--- src/rtl/mips_mc_ctrl.sv ---
// Multi-cycle control FSM for the toy MIPS core: fetch/decode/execute/memory/writeback
// sequencing with a bounded memory-ready wait, sticky halt and a retired-instruction count.
module mips_mc_ctrl #(
    parameter int WAIT_MAX = 15,
    parameter int CNT_W    = 32
) (
    input  logic             sys_clk,
    input  logic             sys_rst_n,
    input  logic [5:0]       opcode,
    input  logic [5:0]       funct,
    input  logic             zero,
    input  logic             mem_ready,
    output logic             mem_re,
    output logic             mem_we,
    output logic             iord,
    output logic             ir_we,
    output logic             pc_we,
    output logic [1:0]       pc_src,
    output logic             reg_we,
    output logic             reg_dst,
    output logic             mem_to_reg,
    output logic             alu_src_a,
    output logic [1:0]       alu_src_b,
    output logic             zext,
    output logic [3:0]       alu_op,
    output logic             retire,
    output logic [CNT_W-1:0] retired_cnt,
    output logic             halted,
    output logic [1:0]       err_code
);

    typedef enum logic [3:0] {
        S_IDLE, S_FETCH, S_DECODE, S_EXEC_R, S_ALUWB_R, S_EXEC_I, S_ALUWB_I,
        S_MEMADR, S_MEMRD, S_MEMWB, S_MEMWR, S_BRANCH, S_JUMP, S_HALT
    } state_t;

    localparam logic [3:0] ALU_ADD = 4'b0000;
    localparam logic [3:0] ALU_SUB = 4'b0001;
    localparam logic [3:0] ALU_AND = 4'b0010;
    localparam logic [3:0] ALU_OR  = 4'b0011;
    localparam logic [3:0] ALU_SLT = 4'b0100;

    localparam logic [5:0] OP_RTYPE = 6'b000000;
    localparam logic [5:0] OP_ADDI  = 6'b001000;
    localparam logic [5:0] OP_ANDI  = 6'b001100;
    localparam logic [5:0] OP_ORI   = 6'b001101;
    localparam logic [5:0] OP_SLTI  = 6'b001010;
    localparam logic [5:0] OP_LW    = 6'b100011;
    localparam logic [5:0] OP_SW    = 6'b101011;
    localparam logic [5:0] OP_BEQ   = 6'b000100;
    localparam logic [5:0] OP_J     = 6'b000010;

    localparam logic [5:0] FN_ADD = 6'b100000;
    localparam logic [5:0] FN_SUB = 6'b100010;
    localparam logic [5:0] FN_AND = 6'b100100;
    localparam logic [5:0] FN_OR  = 6'b100101;
    localparam logic [5:0] FN_SLT = 6'b101010;

    localparam logic [1:0] ERR_OPC   = 2'b01;
    localparam logic [1:0] ERR_FUNCT = 2'b10;
    localparam logic [1:0] ERR_BUS   = 2'b11;

    localparam logic [7:0] WAIT_LIM = 8'(WAIT_MAX);

    state_t             state_q, state_d;
    logic [7:0]         wait_q, wait_d;
    logic [CNT_W-1:0]   retired_cnt_q, retired_cnt_d;
    logic               halted_q, halted_d;
    logic [1:0]         err_q, err_d;
    logic               wait_expired;

    always_ff @(posedge sys_clk or negedge sys_rst_n) begin
        if (!sys_rst_n) begin
            state_q       <= S_IDLE;
            wait_q        <= '0;
            retired_cnt_q <= '0;
            halted_q      <= 1'b0;
            err_q         <= 2'b00;
        end else begin
            state_q       <= state_d;
            wait_q        <= wait_d;
            retired_cnt_q <= retired_cnt_d;
            halted_q      <= halted_d;
            err_q         <= err_d;
        end
    end

    // A ready arriving while the counter sits at the limit still completes the access.
    assign wait_expired = (wait_q == WAIT_LIM);

    always_comb begin
        state_d    = state_q;
        wait_d     = '0;
        err_d      = err_q;
        mem_re     = 1'b0;
        mem_we     = 1'b0;
        iord       = 1'b0;
        ir_we      = 1'b0;
        pc_we      = 1'b0;
        pc_src     = 2'b00;
        reg_we     = 1'b0;
        reg_dst    = 1'b0;
        mem_to_reg = 1'b0;
        alu_src_a  = 1'b0;
        alu_src_b  = 2'b00;
        zext       = 1'b0;
        alu_op     = ALU_ADD;
        retire     = 1'b0;

        case (state_q)
            S_IDLE: state_d = S_FETCH;
            S_FETCH: begin
                mem_re    = 1'b1;
                alu_src_b = 2'b01;
                if (mem_ready) begin
                    ir_we   = 1'b1;
                    pc_we   = 1'b1;
                    state_d = S_DECODE;
                end else if (wait_expired) begin
                    state_d = S_HALT;
                    err_d   = ERR_BUS;
                end else begin
                    wait_d = wait_q + 8'd1;
                end
            end
            S_DECODE: begin
                alu_src_b = 2'b11;
                case (opcode)
                    OP_RTYPE:                          state_d = S_EXEC_R;
                    OP_ADDI, OP_ANDI, OP_ORI, OP_SLTI: state_d = S_EXEC_I;
                    OP_LW, OP_SW:                      state_d = S_MEMADR;
                    OP_BEQ:                            state_d = S_BRANCH;
                    OP_J:                              state_d = S_JUMP;
                    default: begin
                        state_d = S_HALT;
                        err_d   = ERR_OPC;
                    end
                endcase
            end
            S_EXEC_R: begin
                alu_src_a = 1'b1;
                state_d   = S_ALUWB_R;
                case (funct)
                    FN_ADD: alu_op = ALU_ADD;
                    FN_SUB: alu_op = ALU_SUB;
                    FN_AND: alu_op = ALU_AND;
                    FN_OR:  alu_op = ALU_OR;
                    FN_SLT: alu_op = ALU_SLT;
                    default: begin
                        state_d = S_HALT;
                        err_d   = ERR_FUNCT;
                    end
                endcase
            end
            S_ALUWB_R: begin
                reg_we  = 1'b1;
                reg_dst = 1'b1;
                retire  = 1'b1;
                state_d = S_FETCH;
            end
            S_EXEC_I: begin
                alu_src_a = 1'b1;
                alu_src_b = 2'b10;
                state_d   = S_ALUWB_I;
                case (opcode)
                    OP_ANDI: begin alu_op = ALU_AND; zext = 1'b1; end
                    OP_ORI:  begin alu_op = ALU_OR;  zext = 1'b1; end
                    OP_SLTI: alu_op = ALU_SLT;
                    default: alu_op = ALU_ADD;
                endcase
            end
            S_ALUWB_I: begin
                reg_we  = 1'b1;
                retire  = 1'b1;
                state_d = S_FETCH;
            end
            S_MEMADR: begin
                alu_src_a = 1'b1;
                alu_src_b = 2'b10;
                state_d   = (opcode == OP_LW) ? S_MEMRD : S_MEMWR;
            end
            S_MEMRD: begin
                mem_re = 1'b1;
                iord   = 1'b1;
                if (mem_ready) begin
                    state_d = S_MEMWB;
                end else if (wait_expired) begin
                    state_d = S_HALT;
                    err_d   = ERR_BUS;
                end else begin
                    wait_d = wait_q + 8'd1;
                end
            end
            S_MEMWB: begin
                reg_we     = 1'b1;
                mem_to_reg = 1'b1;
                retire     = 1'b1;
                state_d    = S_FETCH;
            end
            S_MEMWR: begin
                mem_we = 1'b1;
                iord   = 1'b1;
                if (mem_ready) begin
                    retire  = 1'b1;
                    state_d = S_FETCH;
                end else if (wait_expired) begin
                    state_d = S_HALT;
                    err_d   = ERR_BUS;
                end else begin
                    wait_d = wait_q + 8'd1;
                end
            end
            S_BRANCH: begin
                alu_src_a = 1'b1;
                alu_op    = ALU_SUB;
                pc_src    = 2'b01;
                pc_we     = zero;
                retire    = 1'b1;
                state_d   = S_FETCH;
            end
            S_JUMP: begin
                pc_src  = 2'b10;
                pc_we   = 1'b1;
                retire  = 1'b1;
                state_d = S_FETCH;
            end
            S_HALT: state_d = S_HALT;
            default: state_d = S_IDLE;
        endcase

        halted_d      = halted_q | (state_d == S_HALT);
        retired_cnt_d = retired_cnt_q + CNT_W'(retire);
    end

    assign retired_cnt = retired_cnt_q;
    assign halted      = halted_q;
    assign err_code    = err_q;

endmodule

--- config.mk ---
export PLATFORM = sky130hd
export DESIGN_NAME = mips_mc_ctrl
export DESIGN_NICKNAME = d
export VERILOG_FILES = /design/src/rtl/mips_mc_ctrl.sv
export SDC_FILE = /design/constraint.sdc
export NUM_CORES = 1
export LEC_CHECK = 0
export BUFFER_PORTS_ARGS = -buffer_cell sky130_fd_sc_hd__buf_2
export CAP_MARGIN = 20
export CELL_PAD_IN_SITES_DETAIL_PLACEMENT = 0
export CELL_PAD_IN_SITES_GLOBAL_PLACEMENT = 1
export CORE_UTILIZATION = 40
export CTS_CLUSTER_DIAMETER = 30
export CTS_CLUSTER_SIZE = 16
export DETAILED_ROUTE_END_ITERATION = 16
export PLACE_DENSITY = 0.78
export SETUP_SLACK_MARGIN = 0.05
export SLEW_MARGIN = 20
export SYNTH_ARGS = -nofsm -noshare
export SYNTH_HDL_FRONTEND = slang
export SYNTH_SLANG_ARGS = --single-unit
--- constraint.sdc ---
create_clock -name sys_clk -period 3.4 [get_ports sys_clk]
set_clock_uncertainty 0.2 [all_clocks]
set_input_delay 0.17 -clock sys_clk [delete_from_list [all_inputs] [get_ports sys_clk]]
set_output_delay 0.17 -clock sys_clk [all_outputs]
set_load 0.1 [all_outputs]
==> results of run 1 <==
[cell families after synthesis]
| logic type | share of synthesized area (%) |
|---|---|
| AOI/OAI and AO/OA | 12.0 |
| xor gates and xnor gates | 12.5 |
| other | 0.141 |
| buffers and inverters | 2.87 |
| DFF | 44.2 |
| and+or+nand+nor | 26.9 |
| adders and majority gates | 1.41 |
[power by group through the flow]
stage                     combinational (W)  clock (W)  sequential, W
final                               0.00159   0.000429       0.000740
after CTS                           0.00160   0.000446       0.000739
after floorplan                     0.00102          0        0.00106
after global placement              0.00159          0       0.000748
after detailed placement            0.00159          0       0.000749
after global routing                0.00168   0.000468       0.000753
[sequential cells by signal (all words and copies together), names as in the netlist]
| name | cells |
|---|---|
| err_code | 2 |
| halted | 1 |
| retired_cnt | 32 |
| state_q | 4 |
| wait_q | 8 |
[stage by stage]
stage | power, W | hold slack, ns | setup slack, ns | instance area [µm²]
after CTS | 0.00278 | 0.113 | 0.555 | 3240
after global placement | 0.00234 | 0.000222 | 0.894 | 3100
after detailed placement | 0.00234 | 0.000947 | 0.788 | 3100
after floorplan | 0.00208 | -0.326 | 0.0658 | 2680
final | 0.00276 | 0.114 | 0.529 | 3240
after global routing | 0.00290 | 0.159 | 0.377 | 3240
[cells in the final DEF (no fill, tap or decap), types with 2 or more instances in the layout]
cell type,n
a21oi_1,10
a21boi_0,2
or3_1,3
nand3_1,9
and3_1,8
nor2b_1,5
nor4_1,4
o21ai_0,7
nand4_1,8
ha_1,3
o211ai_1,2
nand2b_1,5
buf_2,68
dfrtp_1,47
nor2_1,33
buf_4,5
nor3_2,2
inv_1,6
nand2_1,24
nor3_1,7
clkbuf_8,6
nor3b_1,2
a211o_1,2
xor2_1,15
a41o_1,2
a31oi_1,2
o22ai_1,4
xnor2_1,23
nand3_2,3
and2_1,4
[metal layers]
layer	GRT usage [%]	vias up	routed length, µm
met4	6.47	0	100
met5	0	-	0
li1	-	1126	-
met3	3.56	8	251
met1	25.5	1095	2900
met2	24.8	64	2610
[worst min-delay path by stage]
stage	start	endpoint	slack, ns	depth (start not counted)
2_1_floorplan	sys_rst_n	err_code[0]$_DFFE_PN0P_	-0.33	0
3_3_place_gp	sys_rst_n	wait_q[5]$_DFF_PN0_	0.0002	1
3_5_place_dp	sys_rst_n	wait_q[7]$_DFF_PN0_	0.0009	1
4_1_cts	mem_ready	state_q[0]$_DFF_PN0_	0.11	3
5_1_grt	mem_ready	state_q[0]$_DFF_PN0_	0.16	3
6_report	mem_ready	state_q[0]$_DFF_PN0_	0.11	3
[critical path, cell delays in order (launching register included)]
cell and delay (ns):
dfrtp_1 0.65, nor2b_1 0.42, nand4_1 0.21, nor3b_2 0.29, a21oi_1 0.11, o31ai_2 0.06
buf_2 0.45
[timing repair]
action | 4_1_cts | 5_1_grt
gates resized for setup | 0 | 0
endpoints found under the hold margin | 23 | 0
setup buffers | 0 | 0
hold buffers | 1 | 0
[cell type report]
type / instances / area [µm²]
flip-flops and latches: 47 / 1180
fillers: 623 / 3150
multi-input cells: 215 / 1430
well taps: 77 / 96.3
repair buffers: 74 / 388
clock inverters: 2 / 38.8
inverters: 6 / 22.5
clock buffers: 6 / 82.6
==> impl_metrics.ini, run 1 <==
[drt]
drtPass1Iterations = 4
avgViaCountPerCell = 5.37
wirelength_um = 5860
drt_iter0_markers = 92
ant_nets = 0
routedWlPerCell_um = 13.7
drc_errors = 0
vias = 2293

[yosys]
synth_edf_count = 0
synth_top_area_share_pct = 44.2
ys_warn_count = 0
syn_area_per_cell_um2 = 9.54
syn_nets = 298
syn_inst = 279
yosys.cell_count.top_type = dfrtp_1
yosysUniqueCellTypes = 55
synth_ff_type = dfrtp_1
yosysSeqAreaShare_pct = 44.2
ys_ff_latch = 47
synth_common_cells = dfrtp_1 (47), nor2_1 (33), nand2_1 (24), xnor2_1 (23), xor2_1 (15)
synthArstFlopShare_pct = 100
ys_top_cells_by_area = dfrtp_1 (44%), xnor2_1 (7.6%), xor2_1 (4.9%)
synthesis.area_um2 = 2660
synth_area_leader_cell = dfrtp_1

[critical_path]
crit_end = alu_op[0]
critical_path.startpoint = state_q[0]$_DFF_PN0_
r2r_end = retired_cnt[28]$_DFF_PN0_
cp_max_fo = 14
reg2regPathDepth = 10
regToRegStartpoint = state_q[0]$_DFF_PN0_
required_ns = 3.03
r2r_slack_ns = 0.76
cp-start-kind = register
endpoint_kind = output port
critPathKind = reg2out
crit_arrival_ns = 2.50

[pwr]
p_sw_w = 0.00156
p_leak_nw = 1.58
pwr_density_cell_nw_per_um2 = 854
ir_drop_mv = 1.43
sw_frac_of_total_pct = 56.4
p_int_w = 0.00120
comb_power_share_pct = 57.7
seq_power_share_pct = 26.8
clkPwrFrac_pct = 15.5

[sta]
relSlewSlack_pct = 58.9
fmax_ghz = 0.348
period_share_pct = 84.4
worst_pin_slew_ns = 0.611
finalSetupViolCount = 0
slew_violations = 0
tns_ns = 0
period_needed_ns = 2.87
rsz0062_at_grt = no
hold_violations = 0

[global_route]
grt_use_total_pct = 17.3
grt_overflow = 0
grt_pass1_vias = 2078
antenna_found_initial = 0
grt_pass1_wl_um = 9890
grt_start_max_net_pins = 25

[layout]
drive_gt1_share_pct = 28.3
nets = 368
layoutNonFillerInstCount = 427
area_growth_pct = 21.5
fin_util_pct = 50.7
num_antenna_cells = 0

[die]
die_y_um = 83.6
core-area_um2 = 6390
die_area_um2 = 6990
initial_core_util_pct = 41.7
die_w_um = 83.6
std_cell_rows = 29
io_pins = 70

[cts]
cts_tree = built
clock_path_buffers = 2
clk_pin_slew_worst_paths_ns = 0.08
cts_sinks = 47
cts-htree-levels = 2
clk_latency_ns = 0.30
numCtsBuffers = 5
root_buffer = clkbuf_8

[placed_design]
dp_cells = 418
routabilityCongestion = 0.858
dp_hpwl_um = 4340
portBuffers = 68

[run]
cap_violations = 0

[hold_path]
hold_class = in2reg

[status]
status = finished clean
Note: power is estimated with default switching activity, not from simulation.
==> run 2, diff against run 1 <==
--- a/config.mk
+++ b/config.mk
@@ -9,11 +9,11 @@
 export CAP_MARGIN = 20
 export CELL_PAD_IN_SITES_DETAIL_PLACEMENT = 0
 export CELL_PAD_IN_SITES_GLOBAL_PLACEMENT = 1
-export CORE_UTILIZATION = 40
+export CORE_UTILIZATION = 36
 export CTS_CLUSTER_DIAMETER = 30
 export CTS_CLUSTER_SIZE = 16
 export DETAILED_ROUTE_END_ITERATION = 16
-export PLACE_DENSITY = 0.78
+export PLACE_DENSITY = 0.74
 export SETUP_SLACK_MARGIN = 0.05
 export SLEW_MARGIN = 20
 export SYNTH_ARGS = -nofsm -noshare
==> constraint.sdc (replaced) <==
create_clock -name sys_clk -period 2.4 [get_ports sys_clk]
set_clock_uncertainty 0.2 [all_clocks]
set_input_delay 0.12 -clock sys_clk [delete_from_list [all_inputs] [get_ports sys_clk]]
set_output_delay 0.12 -clock sys_clk [all_outputs]
set_load 0.1 [all_outputs]
==> run 2 against run 1 <==
Compared with the run above:
- critical path depth did not move
- core utilization is 0.36 points higher
- count of clock-buffer cells in the layout down 1
- worst hold slack lost 0.030 ns
- non-clock buffer count grew 8
- total power rose by 47%
- final cell count is 6.3% higher
- largest cell class unchanged
- largest power group unchanged
- highest routed layer unchanged
==> impl_metrics.ini, run 2 (synthesis results as in run 1) <==
[critical_path]
crit_end = pc_we
critical_path.startpoint = state_q[0]$_DFF_PN0_
critPathSlowestCell = dfrtp_1
reg2regPathDepth = 10
critPathKind = reg2out
r2r_slack_ns = 0.17
cp-start-kind = register
cp_max_fo = 20
path_buf_inv = 3
r2r_end = retired_cnt[14]$_DFF_PN0_
path_depth = 6
path_cells = buf_8, nor2b_2, buf_4, and3_2, a211o_2, buf_12
crit_arrival_ns = 1.96
endpoint_kind = output port
slowest_delay_ns = 0.44
cpLargestDelayFamily = buffers and inverters
regToRegStartpoint = state_q[0]$_DFF_PN0_
required_ns = 2.08

[die]
die_y_um = 88
die_area_um2 = 7740
std_cell_rows = 30
io_pins = 70
initial_core_util_pct = 38.1
die_w_um = 88
core-area_um2 = 6980

[placed_design]
dpl_cell_area_um2 = 3410
portBuffers = 68
dp_cells = 442
pre_cts_ws_ns = 0.212
routabilityCongestion = 0.795
dp_hpwl_um = 4630

[sta]
period_needed_ns = 2.28
relSlewSlack_pct = 60.5
finalSetupViolCount = 0
fmax_ghz = 0.438
rsz0062_at_grt = no
fin_ws_ns = 0.117
period_share_pct = 95.1
worst_pin_slew_ns = 0.586
slew_violations = 0
hold_violations = 0

[pwr]
p_leak_nw = 1.67
p_int_w = 0.00174
pwr_density_cell_nw_per_um2 = 1140
total_power_w = 0.00405
ir_drop_mv = 0.414
p_sw_w = 0.00231
comb_power_share_pct = 63.0
clkPwrFrac_pct = 11.7
seq_power_share_pct = 25.3
sw_frac_of_total_pct = 57.1

[global_route]
grt_use_met2_pct = 26.1
grt_start_max_net_pins = 48
grt_use_total_pct = 16.7
top_usage_layer = met2
grt_use_met3_pct = 3.39
grt_pass1_vias = 2109
grt_use_met1_pct = 23.2
grt_pass1_wl_um = 10100
antenna_found_initial = 0
grt_overflow = 0

[run]
cap_violations = 0

[cts]
clock_path_buffers = 2
root_buffer = clkbuf_8
numCtsBuffers = 5
cts-htree-levels = 2
cts_tree = built
clk_latency_ns = 0.30
cts_sinks = 47
clk_pin_slew_worst_paths_ns = 0.09

[drt]
avgViaCountPerCell = 5.05
wirelength_um = 6120
ant_nets = 0
drt_iter0_markers = 100
drc_errors = 0
routedWlPerCell_um = 13.5
vias = 2292
drtPass1Iterations = 4

[layout]
nFillCells = 688
largest_register_ffs = 32
num_antenna_cells = 0
mostFrequentLayoutCells = buf_2 (61), dfrtp_1 (47), nor2_1 (30), nand2_1 (24), xnor2_1 (23)
fin_area_um2 = 3560
multi_input_area_um2 = 1590
drive_gt1_share_pct = 36.6
area_growth_pct = 33.8
nets = 376
seq_area_um2 = 1180
layoutNonFillerInstCount = 454
final_common_cell = buf_2

[status]
status = finished clean

[hold_path]
hold_class = in2reg
==> run 2: worst min-delay path, stage by stage <==
cell	delay [ns]
buf_2	0.16
o21ai_0	0.11
o211ai_1	0.14
==> run 2: area by class of cell <==
cell class,instances,area share (%)
flip-flops and latches,47,33.0
clock buffers,5,1.93
well taps,96,3.37
inverters,6,0.632
multi-input cells,215,44.6
repair buffers,82,15.8
clock inverters,3,0.562
==> run 2: routing by layer <==
| metal | part of all wire (%) | vias up | routed length, µm |
|---|---|---|---|
| li1 | - | 1143 | - |
| met1 | 48 | 1074 | 2940 |
| met2 | 45 | 66 | 2780 |
| met3 | 5.1 | 9 | 314 |
| met4 | 1.5 | 0 | 93 |
| met5 | 0 | - | 0 |
==> run 2: worst min path at each step <==
stage | start | to | slack [ns] | cells after the start
after global placement | sys_rst_n | wait_q[7]$_DFF_PN0_ | 0.05 | 2
after floorplan | sys_rst_n | err_code[0]$_DFFE_PN0P_ | -0.38 | 0
after CTS | mem_ready | state_q[0]$_DFF_PN0_ | 0.06 | 3
after detailed placement | sys_rst_n | wait_q[7]$_DFF_PN0_ | 0.05 | 2
final | mem_ready | state_q[0]$_DFF_PN0_ | 0.08 | 3
after global routing | mem_ready | state_q[0]$_DFF_PN0_ | 0.1 | 3
==> run 2: timing repair <==
action	CTS	global route
gates resized for setup	1	6
pin swaps	2	4
hold buffers	1	0
cloned	0	0
endpoints found under the setup margin	2	6
setup buffers	2	1
hold endpoints to repair	47	0
==> run 2: metrics by stage <==
stage          setup TNS [ns]  hold slack, ns  utilization [%]
2_1_floorplan           -6.47          -0.376                -
3_3_place_gp                0          0.0485             48.9
3_5_place_dp                0          0.0478             48.9
4_1_cts                     0          0.0564             50.6
5_1_grt                     0          0.0985             51.0
6_report                    0          0.0834             51.0
==> run 2: power groups by stage <==
stage,Clock [W],Combinational (W),Sequential [W]
2_1_floorplan,0,0.00157,0.00152
3_3_place_gp,0,0.00250,0.00103
3_5_place_dp,0,0.00251,0.00103
4_1_cts,0.000494,0.00252,0.00102
5_1_grt,0.000518,0.00270,0.00104
6_report,0.000475,0.00255,0.00103
